### config.mk
export PLATFORM = sky130hd
export DESIGN_NAME = controle_jogo
export DESIGN_NICKNAME = d
export VERILOG_FILES = /design/src/rtl/placar_pkg.sv /design/src/rtl/detector_botao.sv /design/src/rtl/controle_jogo.sv
export SDC_FILE = /design/constraint.sdc
export NUM_CORES = 1
export LEC_CHECK = 0
export BUFFER_PORTS_ARGS = -buffer_cell sky130_fd_sc_hd__buf_2
export CAP_MARGIN = 20
export CORE_MARGIN = 2
export CORE_UTILIZATION = 30
export CTS_CLUSTER_DIAMETER = 40
export DETAILED_ROUTE_END_ITERATION = 7
export SLEW_MARGIN = 20
export SYNTH_ARGS = -nofsm -noshare
export SYNTH_HDL_FRONTEND = slang
export SYNTH_SLANG_ARGS = --single-unit
### constraint.sdc
create_clock -name clock -period 2.3 [get_ports clock]
set_input_delay 0.46 -clock clock [delete_from_list [all_inputs] [get_ports clock]]
set_output_delay 0.46 -clock clock [all_outputs]
set_load 0.01 [all_outputs]
### src/rtl/placar_pkg.sv
// Shared definitions for the scoreboard game controller: FSM encoding, game limits
// and the score-range check applied before a point command is issued.
package placar_pkg;

    typedef enum logic [1:0] {
        ST_IDLE    = 2'b00,
        ST_RUNNING = 2'b01,
        ST_PAUSED  = 2'b10,
        ST_END     = 2'b11
    } estado_t;

    typedef logic [1:0] pontos_t;

    localparam int MAX_PONTOS  = 99;
    localparam int NUM_QUARTOS = 4;

    // True when applying the command keeps the score inside 0..MAX_PONTOS.
    function automatic logic pontos_validos(input logic [6:0] placar,
                                            input pontos_t    pontos,
                                            input logic       sub);
        logic [7:0] soma;
        soma = {1'b0, placar} + {6'd0, pontos};
        if (sub)
            return {5'd0, pontos} <= placar;
        else
            return soma <= 8'(MAX_PONTOS);
    endfunction

endpackage

### src/rtl/detector_botao.sv
// Per-team point button: 00->nonzero edge detection and a one-deep pending latch.
// A new press may reload the latch in the same cycle the old one is consumed.
module detector_botao
    import placar_pkg::*;
(
    input  logic    clock,
    input  logic    clr,
    input  pontos_t btns,
    input  logic    habilita,
    input  logic    consome,
    input  logic    descarta,
    output logic    pendente,
    output pontos_t codigo
);

    pontos_t anterior;
    logic    press;

    assign press = habilita && (btns != 2'b00) && (anterior == 2'b00);

    always_ff @(posedge clock or posedge clr) begin
        if (clr) begin
            anterior <= 2'b00;
            pendente <= 1'b0;
            codigo   <= 2'b00;
        end else begin
            anterior <= btns;
            if (descarta) begin
                pendente <= 1'b0;
            end else if (press && (!pendente || consome)) begin
                pendente <= 1'b1;
                codigo   <= btns;
            end else if (consome) begin
                pendente <= 1'b0;
            end
        end
    end

endmodule

### src/rtl/controle_jogo.sv
// Game controller: start/pause FSM, quarter counter and arbitration of team point
// presses into one-cycle score commands (team 1 wins ties, out-of-range ones dropped).
module controle_jogo
    import placar_pkg::*;
(
    input  logic       clock,
    input  logic       clr,
    input  logic       btnIniciar,
    input  logic [1:0] btnsT1,
    input  logic [1:0] btnsT2,
    input  logic       chaveNP,
    input  logic       fimQuarto,
    input  logic [6:0] placarT1,
    input  logic [6:0] placarT2,
    output logic [1:0] somaBTNsT1,
    output logic [1:0] somaBTNsT2,
    output logic       modoSub,
    output logic       clrPlacar,
    output logic [1:0] quarto,
    output logic [1:0] estado
);

    estado_t st, st_nxt;
    logic    ini_ant, ini_borda;
    logic    ultimo, rodando, flush, novo_jogo, avanca, pode_emitir;
    logic    pend1, pend2, cons1, cons2;
    pontos_t cod1, cod2;

    assign ini_borda = btnIniciar && !ini_ant;
    assign ultimo    = (quarto == 2'(NUM_QUARTOS - 1));

    always_ff @(posedge clock or posedge clr) begin
        if (clr)
            st <= ST_IDLE;
        else
            st <= st_nxt;
    end

    // End of quarter outranks a simultaneous start/pause press.
    always_comb begin
        st_nxt = st;
        case (st)
            ST_IDLE:    if (ini_borda) st_nxt = ST_RUNNING;
            ST_RUNNING: begin
                if (fimQuarto)
                    st_nxt = ultimo ? ST_END : ST_PAUSED;
                else if (ini_borda)
                    st_nxt = ST_PAUSED;
            end
            ST_PAUSED:  if (ini_borda) st_nxt = ST_RUNNING;
            ST_END:     if (ini_borda) st_nxt = ST_IDLE;
            default:    st_nxt = ST_IDLE;
        endcase
    end

    always_comb begin
        estado      = st;
        rodando     = (st == ST_RUNNING);
        flush       = rodando && (st_nxt != ST_RUNNING);
        novo_jogo   = (st == ST_END) && ini_borda;
        avanca      = rodando && fimQuarto && !ultimo;
        pode_emitir = rodando && !flush;
        cons1       = pode_emitir && pend1;
        cons2       = pode_emitir && pend2 && !pend1;
    end

    detector_botao u_det_t1 (
        .clock    (clock),
        .clr      (clr),
        .btns     (btnsT1),
        .habilita (rodando),
        .consome  (cons1),
        .descarta (flush),
        .pendente (pend1),
        .codigo   (cod1)
    );

    detector_botao u_det_t2 (
        .clock    (clock),
        .clr      (clr),
        .btns     (btnsT2),
        .habilita (rodando),
        .consome  (cons2),
        .descarta (flush),
        .pendente (pend2),
        .codigo   (cod2)
    );

    // A consumed press that would leave the score out of range produces no pulse.
    always_ff @(posedge clock or posedge clr) begin
        if (clr) begin
            ini_ant    <= 1'b0;
            somaBTNsT1 <= 2'b00;
            somaBTNsT2 <= 2'b00;
            modoSub    <= 1'b0;
            clrPlacar  <= 1'b0;
            quarto     <= 2'b00;
        end else begin
            ini_ant    <= btnIniciar;
            somaBTNsT1 <= (cons1 && pontos_validos(placarT1, cod1, chaveNP)) ? cod1 : 2'b00;
            somaBTNsT2 <= (cons2 && pontos_validos(placarT2, cod2, chaveNP)) ? cod2 : 2'b00;
            modoSub    <= chaveNP;
            clrPlacar  <= novo_jogo;
            if (novo_jogo)
                quarto <= 2'b00;
            else if (avanca)
                quarto <= quarto + 2'b01;
        end
    end

endmodule

### Word-level counts from Yosys, hierarchy flattened

Cells that the tools add are included.

* reductions and logical operators: 35
* $add $sub $neg: 3
* muxes and demuxes: 18
* div/mod/pow operators: 0
* bitwise operators: 1
* shift operators: 0
* $lt $le $gt $ge: 4
* multipliers: 0
* equality and inequality tests: 5

Operators with widths (count)
* logical AND 1 bit: 17
* adder 7 x 2 -> 8 bit: 2
* <= comparator 8 x 7 -> 1 bit (second input constant): 2
* two-way mux 2 bit: 8
* <= comparator 2 x 7 -> 1 bit: 2
* two-way mux 1 bit: 9
* == test 2 bit (second input constant): 3
* logical NOT 2 bit: 3
* case mux 2 bit (3 select lines): 1
* nonzero test 2 bit: 3
* nonzero test 3 bit: 2
* logical NOT 1 bit: 5
* AND reduction 2 bit: 2
* adder 2 x 1 -> 2 bit (second input constant): 1
* == test 2 x 1 -> 1 bit (second input constant): 1
* logical OR 1 bit: 2
* inequality test 2 x 1 -> 1 bit (second input constant): 1
* OR reduction 2 bit: 1
* inverter 1 bit: 1

* bits of input ports: 23
* memories kept: 0
* ROM bits: 0
* register bits: 21
* latch bits: 0
* RAM bits: 0
* logic and storage cells: 79

### Longest topological paths before layout

Gate-level depths: netlist (run 1).

* depth after elaboration: 15
* gate-level depth with buffers: 7

### Modules after synthesis

From an unflattened synthesis (run 1), not the netlist that was laid out.

* cells, all modules: 122
* area, all modules: 1261.2 µm²

By module, submodules not included
* controle_jogo: cells each 92, instances 1, area an instance 865.8 µm²
* detector_botao: cells each 15, instances 2, area an instance 197.7 µm²

### Least setup slack after synthesis (run 1)

No wires, ideal clock.

* kind: input to register
* start point: in placarT2[0]
* end point: reg somaBTNsT2[0]
* required time: 2.214 ns
* path slack: 0.453 ns
* path buffers: 0
* library setup time: 0.086 ns
* cell stages on the path: 7
* data arrival time: 1.761 ns
* cell sequence: ha_1 -> inv_1 -> fa_1 -> nand2b_1 -> a2111oi_4 -> a2111oi_2 -> nor3_1

* longest elaborated chain between the ends: 5
* elaborated cells between the ends (all ways): 6
* classes of those cells: 1 x add/sub; 2 x order compare; 2 x mux; 1 x reduce/logical

RTL lines
* from (decl): line controle_jogo.sv:14 `input logic [6:0] placarT2,`
* adder 7 x 2 -> 8 bit: line placar_pkg.sv:22 `soma = {1'b0, placar} + {6'd0, pontos};`
* <= comparator 8 x 7 -> 1 bit: line placar_pkg.sv:26 `return soma <= 8'(MAX_PONTOS);`
* two-way mux 1 bit (*): line placar_pkg.sv:23 `if (sub)`
* logical AND 1 bit (*): line controle_jogo.sv:101 `somaBTNsT2 <= (cons2 && pontos_validos(placarT2, cod2, chaveNP)) ? cod2 : 2'b00;`
* two-way mux 2 bit (*): line controle_jogo.sv:101
* to (signal assigned): line controle_jogo.sv:101
* to (decl): line controle_jogo.sv:16 `output logic [1:0] somaBTNsT2,`

Every way passes the cells marked *; elsewhere a longest branch is shown, timed or not.
A chain may end at the register's enable or synchronous reset.

### Worst setup path after layout (run 1)

* start point: reg u_det_t2.codigo[0]
* end point: reg somaBTNsT2[0]

* longest elaborated chain between the ends: 5
* elaborated cells between the ends (all ways): 6
* classes of those cells: 1 x add/sub; 2 x order compare; 2 x mux; 1 x reduce/logical

RTL lines
* from (decl): line detector_botao.sv:13 `output pontos_t codigo`
* from (signal assigned): line detector_botao.sv:32 `codigo <= btns;`
* adder 7 x 2 -> 8 bit: line placar_pkg.sv:22
* <= comparator 8 x 7 -> 1 bit: line placar_pkg.sv:26
* two-way mux 1 bit: line placar_pkg.sv:23
* logical AND 1 bit: line controle_jogo.sv:101
* two-way mux 2 bit (*): line controle_jogo.sv:101

Marked as above.

==> impl_metrics.ini, run 1 <==
[run_status]
run_status = finished, final reports clean

[setup_path]
crit_path_start_kind = flip-flop
arrival_ps = 2160
cp.required_ps = 2460
startpoint = u_det_t2.codigo[0]$_DFFE_PP0P_
r2r-start = u_det_t2.codigo[0]$_DFFE_PP0P_
end_kind = flip-flop
cp_max_fo = 3
critPathKind = reg -> reg

[cts]
cts_root_buf = clkbuf_8
cts_resized = 0
cts.sinks = 21
clock_latency_ps = 260
tritoncts = done
clk_pin_slew_ps = 80
clockBufferDepth = 2
h-tree-depth = 1
cts_setup_buffers = 0
holdBufCountCts = 0
cts_made_buffers = 3

[timing]
slew_violations = 0
setup_violations = 0
timing.final.ws_setup_ps = 305.0
post-route-min-period_ps = 1995
hold_ws_ps = 324.2
slew_headroom_pct = 47.53
hold_violations = 0
final.setup_skew_ps = 7.050
period_share_pct = 86.74
fin_setup_tns_ps = 0
clock.fmax_mhz = 501.3
grt_setup_unrepaired = false
worstMarginPinSlew_ps = 786.2

[grt]
grt_max_degree = 22
antenna_found_initial = 0
grt_overflow_total = 0
grt_util_all_layers_pct = 11.96
grt_pass1_wl_um = 4795
grt_pass1_vias = 1109

[floorplan]
die_x_um = 69.51
die_h_um = 69.51
start_util_pct = 31.73
ios = 33
fp.dieArea_sq_um = 4832
rows = 23
coreArea_sq_um = 4058

[power_and_ir_drop]
p_clk_share_pct = 20.2
p_sw_w = 0.0004420
sw_frac_of_total_pct = 36.50
peakVddDrop_mv = 0.6958
p_int_w = 0.0007689
p_seq_share_pct = 43.4
pwr-share-comb_pct = 36.3
powerDensity_nw_per_um2 = 782.4
p_leak_nw = 0.7093

[synth]
synthCells = 116
synth_seq_cells = 21
syn_avg_cell_area_sq_um = 11.10
synth-edff-count = 0
async_flop_share_pct = 100.0
synth_flop_cell = dfrtp_1
synth_seq_area_share_pct = 40.82
synth.distinct_cells = 37
syn_area_sq_um = 1287
yosysWarnings = 0
syn_nets = 150

[placed_design]
dp_cells = 197
dp_hpwl_um = 2169
io_buffers = 32
place_ws_ps = 139.7
finalWeightedCongestion = 0.8765

[routing]
finalWirelength_um = 2669
remaining_drc_errors = 0
wl_per_cell_um = 13.28
vias_per_cell = 5.040
vias = 1013
firstDrtPassIters = 4
ant_nets = 0
first_iter_violations = 18

[worst_hold_path]
hold_path.class = in -> reg
worstHoldStart = btnIniciar

[final_layout]
num_antenna_cells = 0
layout_commonest_cell = buf_2
nets = 186
stdcell_count = 201
drive_gt1_share_pct = 35.10
area_growth_syn_to_layout_pct = 20.21
final_cell_mix = 32 x buf_2, 21 x dfrtp_1, 11 x inv_1, 9 x ha_1

[job]
cap_violations = 0
==> worst max-delay path: stages (launching register included) <==
cell and delay [ps]:
dfrtp_1 390, ha_1 180, inv_1 50, fa_1 390
nand2b_1 200, a2111oi_4 350, a2111oi_2 100, nor3_1 220
==> cell usage after synthesis (2+ instances only) <==
cell	n	area share, %
nand3_1	4	1.6
nand2_1	5	1.5
nand4_1	2	0.97
mux2_4	2	2.3
o21ai_2	2	1.4
nor2_1	6	1.7
or2_2	2	0.97
nor2b_1	5	2.4
dfrtp_1	21	41
inv_1	11	3.2
mux2_2	2	1.7
ha_1	9	8.7
and3_1	2	0.97
nand2b_1	4	1.9
o21ai_0	2	0.78
nor4_4	2	3.3
o2111ai_1	3	2.0
nor3_1	6	2.3
a21oi_1	3	1.2
a2111oi_2	2	2.3
o31a_1	2	1.4
o311ai_0	2	1.4
fa_1	2	3.1
a211oi_1	2	1.2
==> path summary, 6_finish.rpt <==
check,to,slack (ps),cells after the start
setup / recovery,somaBTNsT2[0]$_DFF_PP0_,310,7
hold reg to reg,u_det_t2.pendente$_DFFE_PP0P_,560,2
max in group asynchronous,u_det_t2.pendente$_DFFE_PP0P_,1470,2
setup reg to reg,somaBTNsT2[0]$_DFF_PP0_,310,7
min in group asynchronous,u_det_t1.codigo[1]$_DFFE_PP0P_,330,2
hold / removal,ini_ant$_DFF_PP0_,320,1
==> logic make-up (layout without fill, tap and decap cells) <==
| kind of cell | after synthesis | in the layout | synth area share (%) |
|---|---|---|---|
| fa+ha+maj | 11 | 11 | 11.86 |
| simple gates | 42 | 42 | 20.60 |
| compound gates | 24 | 24 | 17.11 |
| buf+inv | 12 | 47 | 4.082 |
| mux | 5 | 5 | 4.859 |
| xor+xnor | 1 | 1 | 0.6804 |
| flops | 21 | 21 | 40.82 |
==> per-layer routing <==
layer  wire [um]  share of wire (%)  GRT usage (%)  vias up
li1            -                  -              -      491
met1        1109                 42          12.88      492
met2        1388                 52          22.86       25
met3         124                4.6          3.488        5
met4          46                1.7          2.614        0
met5           0                  0              0        -
==> power groups by stage <==
stage / Combinational, W / Clock, W / Sequential [W]
after floorplan: 0.000316 / 0 / 0.000534
after global placement: 0.000422 / 0 / 0.000530
after detailed placement: 0.000445 / 0 / 0.000533
after CTS: 0.000445 / 0.000257 / 0.000526
after global routing: 0.000499 / 0.000272 / 0.000541
final: 0.000440 / 0.000245 / 0.000526
==> flip-flops by register name, summed over array words and instances (netlist names), 2 cells and up <==
name / cells
estado: 2
quarto: 2
somaBTNsT1: 2
somaBTNsT2: 2
u_det_t1.anterior: 2
u_det_t1.codigo: 2
u_det_t2.anterior: 2
u_det_t2.codigo: 2
==> cell type report <==
type                    instances  area [sq um]
clock inverters                 1         7.507
well taps                      50         62.56
fillers                       389          2510
multi-input cells              83         709.4
repair buffers                 32         160.2
clock buffers                   3         41.29
flip-flops and latches         21         525.5
inverters                      11         41.29
==> through the flow <==
step                total power [W]  utilization (%)  instance area [sq um]
floorplan                 0.0008497                -                   1287
global placement          0.0009511            36.94                   1499
detailed placement        0.0009777            36.94                   1499
CTS                        0.001229            38.14                   1548
global route               0.001311            38.14                   1548
finish                     0.001211            38.14                   1548
(Power assumes the default switching activity.)
==> run 2: changes to the inputs <==
CORE_UTILIZATION = 52   (was 30)
PLACE_DENSITY = 0.79   (was unset)
==> impl_metrics.ini, run 2 (same netlist as run 1, synthesis figures left out) <==
[cts]
cts.sinks = 21
holdBufCountCts = 0
cts_root_buf = clkbuf_4
tritoncts = done
clock_latency_ps = 300
cts_resized = 0
clk_pin_slew_ps = 120
cts_made_buffers = 3
h-tree-depth = 1
cts_setup_buffers = 0
clockBufferDepth = 2

[grt]
antenna_found_initial = 0
grt_pass1_vias = 971
grt_pass1_wl_um = 3995
grt_max_degree = 22
grt_overflow_total = 0
grt_util_all_layers_pct = 19.28

[floorplan]
rows = 18
coreArea_sq_um = 2410
fp.dieArea_sq_um = 2890
start_util_pct = 53.43
die_h_um = 53.76
die_x_um = 53.76
ios = 33

[timing]
setup_violations = 0
period_share_pct = 83.07
grt_setup_unrepaired = false
post-route-min-period_ps = 1911
slew_headroom_pct = 47.28
final.setup_skew_ps = 8.820
slew_violations = 0
clock.fmax_mhz = 523.4
fin_setup_tns_ps = 0
worstMarginPinSlew_ps = 790.0
hold_ws_ps = 278.9
hold_violations = 0

[routing]
first_iter_violations = 13
ant_nets = 0
firstDrtPassIters = 4
vias_per_cell = 5.497
vias = 995
finalWirelength_um = 2380
remaining_drc_errors = 0
wl_per_cell_um = 13.15

[placed_design]
io_buffers = 32
dp_hpwl_um = 1931
finalWeightedCongestion = 0.8992

[setup_path]
cp_max_fo = 3
rrSetupSlack_ps = 390
end_kind = flip-flop
cp.required_ps = 2520
critPathKind = reg -> reg
arrival_ps = 2130
reg2reg_to = somaBTNsT2[1]$_DFF_PP0_
r2r-start = u_det_t2.codigo[0]$_DFFE_PP0P_
crit_path_start_kind = flip-flop
r2r_cells = 7

[power_and_ir_drop]
powerDensity_nw_per_um2 = 758.1
power_w = 0.001138
peakVddDrop_mv = 0.4761
p_leak_nw = 0.7053

[final_layout]
final_cell_mix = 32 x buf_2, 21 x dfrtp_1, 11 x inv_1, 9 x ha_1
drive_gt1_share_pct = 35.10
nets = 186
area_growth_syn_to_layout_pct = 16.62
layout_commonest_cell = buf_2
num_antenna_cells = 0

[run_status]
run_status = finished, final reports clean

[worst_hold_path]
hold_path.class = in -> async

[job]
cap_violations = 0
==> run 2: per-layer routing <==
metal,wire [um],track usage [%],vias up
met5,0,0,-
met4,22,7.265,0
met3,119,3.333,4
met2,1242,35.57,25
met1,995,21.90,477
li1,-,-,489
==> run 2: cell type report <==
type / instances / area [sq um]
Tap cell: 30 / 37.54
Timing Repair Buffer: 32 / 160.2
Fill cell: 205 / 908.4
Multi-Input combinational cell: 83 / 709.4
Clock inverter: 1 / 5.005
Clock buffer: 3 / 22.52
Inverter: 11 / 41.29
Sequential cell: 21 / 525.5
==> run 2: stage by stage <==
step	cells	cell area, sq um	utilization [%]	setup slack, ps
6_report	181	1501	62.31	389.4
5_1_grt	181	1501	62.31	239.2
4_1_cts	181	1501	62.31	373.7
3_5_place_dp	177	1474	61.16	220.2
3_3_place_gp	177	1474	61.16	243.4
2_1_floorplan	116	1287	-	452.8
==> run 2: critical path, cell delays in order (launching register included) <==
cell and delay [ps]:
dfrtp_1 390, ha_1 170, inv_1 50, fa_1 400
nand2b_1 190, a2111oi_4 340, a2111oi_2 110, nor3_1 180
==> run 2: worst max-delay path by stage <==
stage | start | endpoint | slack, ps | depth (start not counted)
6_report | u_det_t2.codigo[0]$_DFFE_PP0P_ | somaBTNsT2[1]$_DFF_PP0_ | 390 | 7
5_1_grt | u_det_t1.codigo[0]$_DFFE_PP0P_ | somaBTNsT1[0]$_DFF_PP0_ | 240 | 7
4_1_cts | u_det_t2.codigo[0]$_DFFE_PP0P_ | somaBTNsT2[0]$_DFF_PP0_ | 370 | 7
3_5_place_dp | placarT2[0] | somaBTNsT2[0]$_DFF_PP0_ | 220 | 8
3_3_place_gp | placarT2[0] | somaBTNsT2[0]$_DFF_PP0_ | 240 | 8
2_1_floorplan | placarT2[0] | somaBTNsT2[0]$_DFF_PP0_ | 450 | 7
==> run 2: report_power, final <==
part / switching (W) / total, W / internal, W
Sequential: 0.0000733 / 0.000522 / 0.000449
Combinational: 0.000242 / 0.000442 / 0.000200
Clock: 0.000110 / 0.000175 / 0.0000648
==> run 3: changes to the inputs <==
ABC_AREA = 1   (was unset)
clock period = 1.88 ns   (was 2.3 ns; I/O delays follow)
==> impl_metrics.ini, run 3 <==
[run_status]
run_status = finished, final reports clean

[setup_path]
crit_chain = ha_1 -> inv_1 -> fa_1 -> inv_1 -> nand3_1 -> nand2_1 -> nand2_1 -> nand3_1 -> nand2_1 -> nor3_1
reg2reg_to = somaBTNsT2[0]$_DFF_PP0_
crit_end = somaBTNsT2[0]$_DFF_PP0_
cp.required_ps = 2100
cp_max_fo = 3
startpoint = u_det_t2.codigo[0]$_DFFE_PP0P_
cp_top_family = adder cells
cpMostUsedCell = nand2_1
cp_num_buf_inv = 2
max_stage_delay_ps = 400
arrival_ps = 1800
rrSetupSlack_ps = 300
slowest_stage = dfrtp_1
critPathKind = reg -> reg
end_kind = flip-flop
r2r-start = u_det_t2.codigo[0]$_DFFE_PP0P_
crit_path_start_kind = flip-flop
r2r_cells = 10
cp_num_cells = 10

[grt]
grt_util_met1_pct = 24.64
grt_pass1_wl_um = 4436
grt_util_met2_pct = 38.07
grt_util_all_layers_pct = 21.29
grt_overflow_total = 0
gr-max-usage-layer = met2
grt_util_met3_pct = 6.215
antenna_found_initial = 0
grt_max_degree = 22
grt_pass1_vias = 1123

[cts]
cts.sinks = 21
holdBufCountCts = 0
h-tree-depth = 1
clk_pin_slew_ps = 110
clockBufferDepth = 2
cts_resized = 0
cts_made_buffers = 3
clock_latency_ps = 300
cts_root_buf = clkbuf_4
cts_setup_buffers = 0
tritoncts = done

[synth]
syn_avg_cell_area_sq_um = 7.807
ys_top_cells_by_area = dfrtp_1 41%, nand2_1 9.1%, ha_1 8.8%
synth.top_cell.area_share_pct = 41.30
synth_common_cells = 31 x nand2_1, 28 x inv_1, 21 x dfrtp_1
synth.distinct_cells = 20
yosysWarnings = 0
synth_top_area_cell = dfrtp_1
synth_seq_cells = 21
async_flop_share_pct = 100.0
synth-edff-count = 0
syn_nets = 197
syn_area_sq_um = 1272
synth_seq_area_share_pct = 41.30
yosysMostFrequentCell = nand2_1
synth_flop_cell = dfrtp_1
synthCells = 163

[worst_hold_path]
hold_path.class = in -> async

[final_layout]
num_antenna_cells = 0
nets = 235
area_growth_syn_to_layout_pct = 17.99
post-route-util_pct = 66.59
drive_gt1_share_pct = 24.50
layout_commonest_cell = buf_2
final_cell_mix = 32 x buf_2, 31 x nand2_1, 28 x inv_1, 21 x dfrtp_1, 19 x nor2_1

[timing]
hold_violations = 0
worstMarginPinSlew_ps = 263.8
slew_headroom_pct = 82.42
clock.fmax_mhz = 634.0
grt_setup_unrepaired = false
period_share_pct = 83.90
slew_violations = 0
setup_violations = 0
post-route-min-period_ps = 1577
fin_setup_tns_ps = 0
final.setup_skew_ps = 6.058

[routing]
ant_nets = 0
vias = 1144
wl_per_cell_um = 10.79
finalWirelength_um = 2460
first_iter_violations = 22
firstDrtPassIters = 4
remaining_drc_errors = 0
vias_per_cell = 5.018

[floorplan]
coreArea_sq_um = 2255
die_x_um = 53.47
start_util_pct = 56.44
die_h_um = 53.47
fp.dieArea_sq_um = 2859
rows = 17
ios = 33

[placed_design]
io_buffers = 32
dp_hpwl_um = 2071
finalWeightedCongestion = 0.9161

[power_and_ir_drop]
p_leak_nw = 0.8467
powerDensity_nw_per_um2 = 1001
peakVddDrop_mv = 0.7706

[job]
cap_violations = 0
## run 3: cell families (layout without fill, tap and decap cells)
group	Yosys count	in the layout	synth area share [%]
XOR/XNOR	1	1	0.6884
AND/OR/NAND/NOR	84	84	29.89
AO/OA/AOI/OAI	16	16	7.276
adder cells (fa/ha/maj)	11	11	12.00
flip-flops	21	21	41.30
buffers and inverters	30	67	8.850
## run 3: layer usage
layer	routed length, um	share of wire, %	vias up
li1	-	-	584
met2	1283	52	34
met1	1043	42	526
met5	0	0	-
met3	132	5.4	0
met4	0	0	0
## run 3: final cells by class
cell class	instances	area (sq um)
Clock buffer	4	26.28
Fill cell	202	753.2
Inverter	30	112.6
Multi-Input combinational cell	112	634.4
Sequential cell	21	525.5
Tap cell	28	35.03
Timing Repair Buffer	33	167.7
## run 3: through the flow
stage	hold WS, ps	cell area, sq um	power [W]	cells	setup slack (ps)
after floorplan	352.5	1272	0.001106	163	447.5
after global placement	408.7	1475	0.001267	224	298.2
after detailed placement	417.4	1475	0.001310	224	213.5
after CTS	80.39	1501	0.001523	228	265.6
after global routing	101.5	1501	0.001654	228	134.7
final	78.62	1501	0.001503	228	302.6
## run 3: tightest hold or removal path: stages
cell	delay, ps
buf_2	90
inv_1	40
buf_4	260
## run 3: worst min path at each step
stage                     from                             end  slack [ps]  cells past startpoint
after floorplan            clr             clrPlacar$_DFF_PP0_         350                      1
after global placement     clr             clrPlacar$_DFF_PP0_         410                      3
after detailed placement   clr         somaBTNsT1[0]$_DFF_PP0_         420                      3
after CTS                  clr         somaBTNsT1[1]$_DFF_PP0_          80                      3
after global routing       clr  u_det_t1.codigo[0]$_DFFE_PP0P_         100                      3
final                      clr         somaBTNsT1[1]$_DFF_PP0_          80                      3
## run 3: power by group
group          internal, W  total (W)  leakage [nW]  switching (W)
Sequential        0.000553   0.000641         0.261      0.0000881
Combinational     0.000243   0.000651         0.570       0.000407
Clock            0.0000827   0.000211        0.0150       0.000128
Total             0.000879    0.00150         0.847       0.000623
